## src/rtl/bram_axis_reader_if.sv

```systemverilog
// bram_axis_reader_if
//   AXI-Stream beat bundle for the BRAM line reader.
//   master modport: drives tvalid/tdata/tstrb/tlast and samples tready.
//   slave modport : the mirror image, for the downstream consumer.
//   Parameter DATA_WIDTH sets the beat width; tstrb is DATA_WIDTH/8 bits.
interface bram_axis_reader_if #(
  parameter int DATA_WIDTH = 32
);
  logic                    tvalid;
  logic [DATA_WIDTH-1:0]   tdata;
  logic [DATA_WIDTH/8-1:0] tstrb;
  logic                    tlast;
  logic                    tready;

  modport master (output tvalid, tdata, tstrb, tlast, input tready);
  modport slave  (input tvalid, tdata, tstrb, tlast, output tready);
endinterface

```

## src/rtl/bram_axis_reader.sv

```systemverilog
// bram_axis_reader
//   Reads an inclusive window of wide BRAM lines and serialises each line
//   into LINE_WIDTH/DATA_WIDTH AXI-Stream beats, least-significant word first.
//
// Ports
//   m00_axis_aclk    : sole clock (rising edge); also forwarded as BRAM_CLK
//   m00_axis_areset  : asynchronous active-high reset
//   addr_reload      : start pulse, samples bram_start_addr / bram_bound_addr
//   bram_start_addr  : first line to read
//   bram_bound_addr  : last line to read (inclusive, clamped up to start)
//   busy / done      : transfer in flight / one-cycle completion pulse
//   BRAM_*           : read port of the line buffer BRAM (1-cycle read latency)
//   m00_axis         : AXI-Stream master (bram_axis_reader_if.master)
//
// Build option
//   BRAM_READER_PREFETCH_EN : adds a second line register so the next line is
//   fetched while the current one streams, removing the inter-line bubble.
//
// State table
//   state    | meaning
//   S_IDLE   | waiting for addr_reload
//   S_FETCH  | BRAM_EN asserted for r_cur_addr
//   S_WAIT   | BRAM read data arrives, captured at end of cycle
//   S_STREAM | beats of the current line presented on m00_axis
module bram_axis_reader #(
  parameter int DATA_WIDTH = 32,
  parameter int LINE_WIDTH = 1152,
  parameter int ADDR_WIDTH = 12
) (
  input  logic                  m00_axis_aclk,
  input  logic                  m00_axis_areset,
  input  logic                  addr_reload,
  input  logic [ADDR_WIDTH-1:0] bram_start_addr,
  input  logic [ADDR_WIDTH-1:0] bram_bound_addr,
  output logic                  busy,
  output logic                  done,
  output logic                  BRAM_CLK,
  output logic                  BRAM_EN,
  output logic                  BRAM_WEN,
  output logic [ADDR_WIDTH-1:0] BRAM_ADDR,
  input  logic [LINE_WIDTH-1:0] BRAM_OUT,
  bram_axis_reader_if.master    m00_axis
);
  localparam int W     = LINE_WIDTH / DATA_WIDTH;
  localparam int CNT_W = (W > 1) ? $clog2(W) : 1;
  localparam logic [CNT_W-1:0] LAST_CNT = CNT_W'(W - 1);

  typedef enum logic [1:0] {S_IDLE, S_FETCH, S_WAIT, S_STREAM} state_t;

  state_t                r_state;
  state_t                w_state_nxt;
  logic [ADDR_WIDTH-1:0] r_cur_addr;
  logic [ADDR_WIDTH-1:0] r_end_addr;
  logic [LINE_WIDTH-1:0] r_line;
  logic [CNT_W-1:0]      r_cnt;
  logic                  r_done;

  logic                  w_hs;
  logic                  w_last_word;
  logic                  w_final_line;
  logic [ADDR_WIDTH-1:0] w_next_addr;

`ifdef BRAM_READER_PREFETCH_EN
  logic [LINE_WIDTH-1:0] r_next_line;
  logic                  r_next_valid;
  logic                  r_pf_issue;
  logic                  r_pf_cap;
`endif

  assign w_hs         = (r_state == S_STREAM) && m00_axis.tready;
  assign w_last_word  = (r_cnt == LAST_CNT);
  assign w_final_line = (r_cur_addr == r_end_addr);
  assign w_next_addr  = r_cur_addr + 1'b1;

  assign BRAM_CLK = m00_axis_aclk;
  assign BRAM_WEN = 1'b0;
  assign done     = r_done;

  always_ff @(posedge m00_axis_aclk or posedge m00_axis_areset) begin
    if (m00_axis_areset) r_state <= S_IDLE;
    else                 r_state <= w_state_nxt;
  end

  always_comb begin
    w_state_nxt      = r_state;
    busy             = (r_state != S_IDLE);
    BRAM_EN          = (r_state == S_FETCH);
    BRAM_ADDR        = r_cur_addr;
    m00_axis.tvalid  = (r_state == S_STREAM);
    m00_axis.tdata   = '0;
    m00_axis.tstrb   = '0;
    m00_axis.tlast   = 1'b0;
`ifdef BRAM_READER_PREFETCH_EN
    if (r_pf_issue) begin
      BRAM_EN   = 1'b1;
      BRAM_ADDR = w_next_addr;
    end
`endif
    if (r_state == S_STREAM) begin
      // the line register shifts right per beat, so the current word is always the LSBs
      m00_axis.tdata = r_line[DATA_WIDTH-1:0];
      m00_axis.tstrb = '1;
      m00_axis.tlast = w_last_word && w_final_line;
    end
    case (r_state)
      S_IDLE:   if (addr_reload) w_state_nxt = S_FETCH;
      S_FETCH:  w_state_nxt = S_WAIT;
      S_WAIT:   w_state_nxt = S_STREAM;
      S_STREAM: begin
        if (w_hs && w_last_word) begin
          if (w_final_line) w_state_nxt = S_IDLE;
`ifdef BRAM_READER_PREFETCH_EN
          else if (!r_next_valid) w_state_nxt = S_FETCH;
`else
          else w_state_nxt = S_FETCH;
`endif
        end
      end
      default:  w_state_nxt = S_IDLE;
    endcase
  end

  always_ff @(posedge m00_axis_aclk or posedge m00_axis_areset) begin
    if (m00_axis_areset) begin
      r_cur_addr   <= '0;
      r_end_addr   <= '0;
      r_line       <= '0;
      r_cnt        <= '0;
      r_done       <= 1'b0;
`ifdef BRAM_READER_PREFETCH_EN
      r_next_line  <= '0;
      r_next_valid <= 1'b0;
      r_pf_issue   <= 1'b0;
      r_pf_cap     <= 1'b0;
`endif
    end else begin
      r_done <= 1'b0;
`ifdef BRAM_READER_PREFETCH_EN
      r_pf_issue <= 1'b0;
      r_pf_cap   <= r_pf_issue;
      if (r_pf_cap) begin
        r_next_line  <= BRAM_OUT;
        r_next_valid <= 1'b1;
      end
`endif
      case (r_state)
        S_IDLE: begin
          if (addr_reload) begin
            r_cur_addr <= bram_start_addr;
            // an inverted window degenerates to a single line at start
            r_end_addr <= (bram_bound_addr < bram_start_addr) ? bram_start_addr
                                                              : bram_bound_addr;
          end
        end
        S_WAIT: begin
          r_line <= BRAM_OUT;
          r_cnt  <= '0;
`ifdef BRAM_READER_PREFETCH_EN
          r_pf_issue <= !w_final_line;
`endif
        end
        S_STREAM: begin
          if (w_hs) begin
            if (w_last_word) begin
              r_cnt <= '0;
              // compare against the bound before incrementing so the address never wraps
              if (w_final_line) begin
                r_done <= 1'b1;
              end else begin
                r_cur_addr <= w_next_addr;
`ifdef BRAM_READER_PREFETCH_EN
                if (r_next_valid) begin
                  r_line       <= r_next_line;
                  r_next_valid <= 1'b0;
                  r_pf_issue   <= (w_next_addr != r_end_addr);
                end
`endif
              end
            end else begin
              r_cnt  <= r_cnt + 1'b1;
              r_line <= r_line >> DATA_WIDTH;
            end
          end
        end
        default: ;
      endcase
    end
  end
endmodule
```

## src/flat_wrapper.sv

```systemverilog
// flat-port wrapper written by rule: the top's interface ports become plain ports
module bram_axis_reader_flat 
#(
  parameter int DATA_WIDTH = 32,
  parameter int LINE_WIDTH = 1152,
  parameter int ADDR_WIDTH = 12
)
  (m00_axis_aclk, m00_axis_areset, addr_reload, bram_start_addr, bram_bound_addr, busy, done, BRAM_CLK, BRAM_EN, BRAM_WEN, BRAM_ADDR, BRAM_OUT, m00_axis_tvalid, m00_axis_tdata, m00_axis_tstrb, m00_axis_tlast, m00_axis_tready);
  bram_axis_reader_if #(.DATA_WIDTH(DATA_WIDTH)) m00_axis_i ();
  input  logic m00_axis_aclk;
  input  logic m00_axis_areset;
  input  logic addr_reload;
  input  logic [ADDR_WIDTH-1:0] bram_start_addr;
  input  logic [ADDR_WIDTH-1:0] bram_bound_addr;
  output logic busy;
  output logic done;
  output logic BRAM_CLK;
  output logic BRAM_EN;
  output logic BRAM_WEN;
  output logic [ADDR_WIDTH-1:0] BRAM_ADDR;
  input  logic [LINE_WIDTH-1:0] BRAM_OUT;
  output wire logic [$bits(m00_axis_i.tvalid)-1:0] m00_axis_tvalid;
  output wire logic [$bits(m00_axis_i.tdata)-1:0] m00_axis_tdata;
  output wire logic [$bits(m00_axis_i.tstrb)-1:0] m00_axis_tstrb;
  output wire logic [$bits(m00_axis_i.tlast)-1:0] m00_axis_tlast;
  input wire logic [$bits(m00_axis_i.tready)-1:0] m00_axis_tready;
  assign m00_axis_tvalid = m00_axis_i.tvalid;
  assign m00_axis_tdata = m00_axis_i.tdata;
  assign m00_axis_tstrb = m00_axis_i.tstrb;
  assign m00_axis_tlast = m00_axis_i.tlast;
  assign m00_axis_i.tready = m00_axis_tready;
  bram_axis_reader #(.DATA_WIDTH(DATA_WIDTH), .LINE_WIDTH(LINE_WIDTH), .ADDR_WIDTH(ADDR_WIDTH)) u_core (.m00_axis_aclk(m00_axis_aclk), .m00_axis_areset(m00_axis_areset), .addr_reload(addr_reload), .bram_start_addr(bram_start_addr), .bram_bound_addr(bram_bound_addr), .busy(busy), .done(done), .BRAM_CLK(BRAM_CLK), .BRAM_EN(BRAM_EN), .BRAM_WEN(BRAM_WEN), .BRAM_ADDR(BRAM_ADDR), .BRAM_OUT(BRAM_OUT), .m00_axis(m00_axis_i));
endmodule
```

## config.mk

```make
export PLATFORM = sky130hd
export DESIGN_NAME = bram_axis_reader_flat
export DESIGN_NICKNAME = d
export VERILOG_FILES = /design/src/rtl/bram_axis_reader_if.sv /design/src/rtl/bram_axis_reader.sv /design/src/flat_wrapper.sv
export SDC_FILE = /design/constraint.sdc
export NUM_CORES = 2
export LEC_CHECK = 0
export BUFFER_PORTS_ARGS = -buffer_cell sky130_fd_sc_hd__buf_2
export CAP_MARGIN = 20
export CORE_AREA = 3 3 485 487
export DETAILED_ROUTE_END_ITERATION = 10
export DIE_AREA = 0 0 488 490
export MAX_ROUTING_LAYER = met4
export SLEW_MARGIN = 10
export SYNTH_ARGS = -nofsm -noshare
export SYNTH_HDL_FRONTEND = slang
export SYNTH_SLANG_ARGS = --single-unit
```

## constraint.sdc

```tcl
create_clock -name m00_axis_aclk -period 42.4 [get_ports m00_axis_aclk]
set_input_delay 6.36 -clock m00_axis_aclk [delete_from_list [all_inputs] [get_ports m00_axis_aclk]]
set_output_delay 6.36 -clock m00_axis_aclk [all_outputs]
set_load 0.01 [all_outputs]
```

-- Word level (Yosys, flattened, before mapping)
Cells that the tools add are included.
- $add $sub $neg: 2
- equal/unequal tests: 11
- multiplexer cells: 23
- $lt $le $gt $ge: 1
- reductions and logical operators: 12
- operators with widths (kind ; number):
    1152-bit 2-to-1 mux ; 2
    1152-bit case mux with 2 select lines ; 1
    12-bit 2-to-1 mux ; 5
    32-bit 2-to-1 mux ; 1
    12-bit case mux with 2 select lines ; 1
    12-bit by 1-bit adder with 12-bit output, second input constant ; 1
    12-bit equality test ; 1
    12-bit less-than comparator ; 1
    6-bit 2-to-1 mux ; 2
    6-bit case mux with 2 select lines ; 1
    2-bit case mux with 4 select lines ; 1
    6-bit by 1-bit adder with 6-bit output, second input constant ; 1
    6-bit equality test, second input constant ; 1
    1-bit 2-to-1 mux ; 6
    2-bit by 1-bit != test with 1-bit output, second input constant ; 3
    2-bit != test, second input constant ; 3
    2-bit AND reduction ; 3
    2-bit nonzero test ; 3
    5-bit AND reduction ; 1
    2-bit equality test, second input constant ; 2
    2-bit 2-to-1 mux ; 2
    4-bit 2-to-1 mux ; 1
    1-bit logical AND ; 3
    3-bit AND reduction ; 1
    2 further kinds ; 2
- input port bits: 1180
- register bits after elaboration: 1185
- output and inout port bits: 55
- word-level logic and storage cells: 55

-- Longest topological paths before layout
- depth after elaboration: 5
- depth in mapped cells: 12
- depth with buffers taken out: 8

==> metrics.txt <==
Layout area overhead=25.7%; CP arrival=between 20000 and 25000 ps; Levels on crit path=3; flop2flop setup slack=35260 ps; Routed WL=approximately 220000 µm; R2R depth=11; Yosys top cell area share=54.3%; Final Hold Vio Count=0; CTS tree=done; initial antenna violation count=slightly below 200; Post-synth EDFFs=0; #FFs+latches synth=1185; most frequent CP cell=clkbuf_16; crit-path leading delay family=buffers and inverters; placed cells=9254; kind of critical path=clk2out; Setup WS post-layout=14450 ps; Distinct cells, synth=51; startpoint types=clock port; Worst setup startpoint=m00_axis_aclk; RD Place Congestion=around 0.9; synthesized area=0.0547 mm²; DP Worst Slack=14730 ps; most frequent cell after synthesis=nand2_1; number of global-route vias before repair=43000; die height=between 400 and 500 µm; setup TNS=0 ps; core area=around 0.23 mm²; Gates resized, CTS repair=0; width of the die=488 µm; Final Max Slew Viols=0; Filler cells=24300; Max-Cap Viols=0; status=finished clean; largest area contributor in the synthesized netlist=dfrtp_1; post-CTS setup buffer count=0; P_leak=roughly 31 nW; via count=~43000; Synth Instances=between 5000 and 6000; Syn Nets=6513; Final #Nets=7556; drt drc=0; Reg-to-Reg Start=u_core.r_state[0]; Synth Flop Type=dfrtp_1; Setup-failing EPs final=0; max_slew headroom=between 10% and 20%; Crit. End Element=output pin; Slowest-stage cell, CP=clkbuf_16; WL/cell=22.5 µm; GRT Util Overall=a little under a fifth; synth top area cells=dfrtp_1 54%, mux2i_1 21%, o21ai_0 9.7%; first-pass GRT wire length=between 300000 and 400000 µm; CTS Hold Bufs=0; Power Total=5.40 mW; Multi-input gate area=0.0231 mm²; most frequent cells after synthesis=1201 x nand2_1, 1185 x dfrtp_1, 1122 x mux2i_1; Die ar.=0.239 mm²; unrepaired setup endpoints after global routing=false; average size of a mapped cell=10.3 µm²; Worst VDD drop=between 0.00007 and 0.00008 V; clk_lat worst skew=910 ps; grt ovf=0; register area=a little under 0.03 mm²; io pins=1235; HP Class=reg2reg; Seq/Total Area, Yosys=54.3%; crit-path max FO=4; initial DRC count=3102; Critical Path Sink=BRAM_CLK; Ys Warns=0; Via density=4.43; drt first pass iters=5; Starting Density=23.6%; share of layout cells above drive strength 1=around a quarter; Layout Skew=63.4 ps; clk slew on worst S/H paths=~60 ps; largest net degree at the start of global routing=279; Least-Margin Pin Slew=1230 ps; Reg2Reg Capture Point=u_core.r_line[747]; Critical Path, Cell by Cell=clkbuf_16, clkbuf_16, buf_2; highest cell delay on the worst timing path=130 ps; CP bufs+invs=3; WP data required=approximately 36000 ps; Post-DP HPWL=170000 µm; PortBufs=between 1000 and 1500; non-filler instance count after layout=9638; asr flop ratio synth=100%; PD cells=slightly below 80 mW/mm²; row count=177; remaining antenna violation count=0
-- cells by family after synthesis --
kind of cell	synth area share, %
flip-flops	54.3
AND/OR/NAND/NOR	9.75
multiplexers	20.6
XOR/XNOR	0.256
other	0.00686
adder cells (fa/ha/maj)	0.412
AO/OA/AOI/OAI	11.2
buffers and inverters	3.50
-- tightest hold or removal path: cells and delay by family (launching register included) --
family           cells  cell delay [ps]
flip-flops           1              340
AND/OR/NAND/NOR      2              100
-- layer usage --
layer	part of all wire (%)	track usage, %
met1	36	18.4
met4	4.8	8.46
met2	51	31.5
met5	0	-
met3	7.6	5.44
-- power breakdown --
| group | internal (mW) | total (mW) | switching (mW) |
|---|---|---|---|
| sequential | 1.69 | 2.07 | 0.378 |
| combinational | 0.793 | 2.08 | 1.29 |
| clock | 0.727 | 1.25 | 0.528 |
| total | 3.21 | 5.40 | 2.19 |
-- state kept, by name, summed over array words and instances, names as in the netlist --
name and flops:
u_core.r_end_addr 12, u_core.r_cnt 6, u_core.done 1, u_core.r_line 1152
u_core.r_state 2, u_core.BRAM_ADDR 12
-- cell type report --
class                           count  share of cell area, %
Sequential cell                  1185                   43.2
Multi-Input combinational cell   3703                   33.6
Timing Repair Buffer             1305                   10.0
Clock buffer                      198                   5.86
Tap cell                         3043                   5.54
Clock inverter                     47                   1.16
Antenna cell                      137                  0.499
Inverter                           20                  0.120
-- through the flow --
| stage | area [µm²] | hold slack (ps) | utilization, % |
|---|---|---|---|
| floorplan | 54700 | 438 | - |
| global placement | 63400 | 450 | 27.3 |
| detailed placement | 63500 | 457 | 27.4 |
| CTS | 68300 | 469 | 29.4 |
| global route | 68700 | 487 | 29.6 |
| finish | 68700 | 466 | 29.6 |
-- placed cells by master, fill, tap and decap left out, drive strengths merged, types with 7 or more instances in the layout --
cell type	n
xnor2	13
dfrtp	1185
clkinv	34
nand2	1201
o21ai	1139
nand3b	34
clkbuf	197
and2	33
a21oi	28
nor2	35
nand4	8
buf	1306
bufinv	9
nor3	7
inv	23
mux2i	1122
ha	18
diode	137
a31oi	14
-- how the worst min path moves through the flow --
stage,startpoint,to,cells after the start
CTS,u_core.r_line[1126],u_core.r_line[1126],2
global placement,u_core.r_line[1130],u_core.r_line[1130],2
global route,u_core.r_line[1137],u_core.r_line[1137],2
finish,u_core.r_line[1127],u_core.r_line[1127],2
floorplan,u_core.r_line[1120],u_core.r_line[1120],2
detailed placement,u_core.r_line[1127],u_core.r_line[1127],2
(Power assumes the default switching activity.)
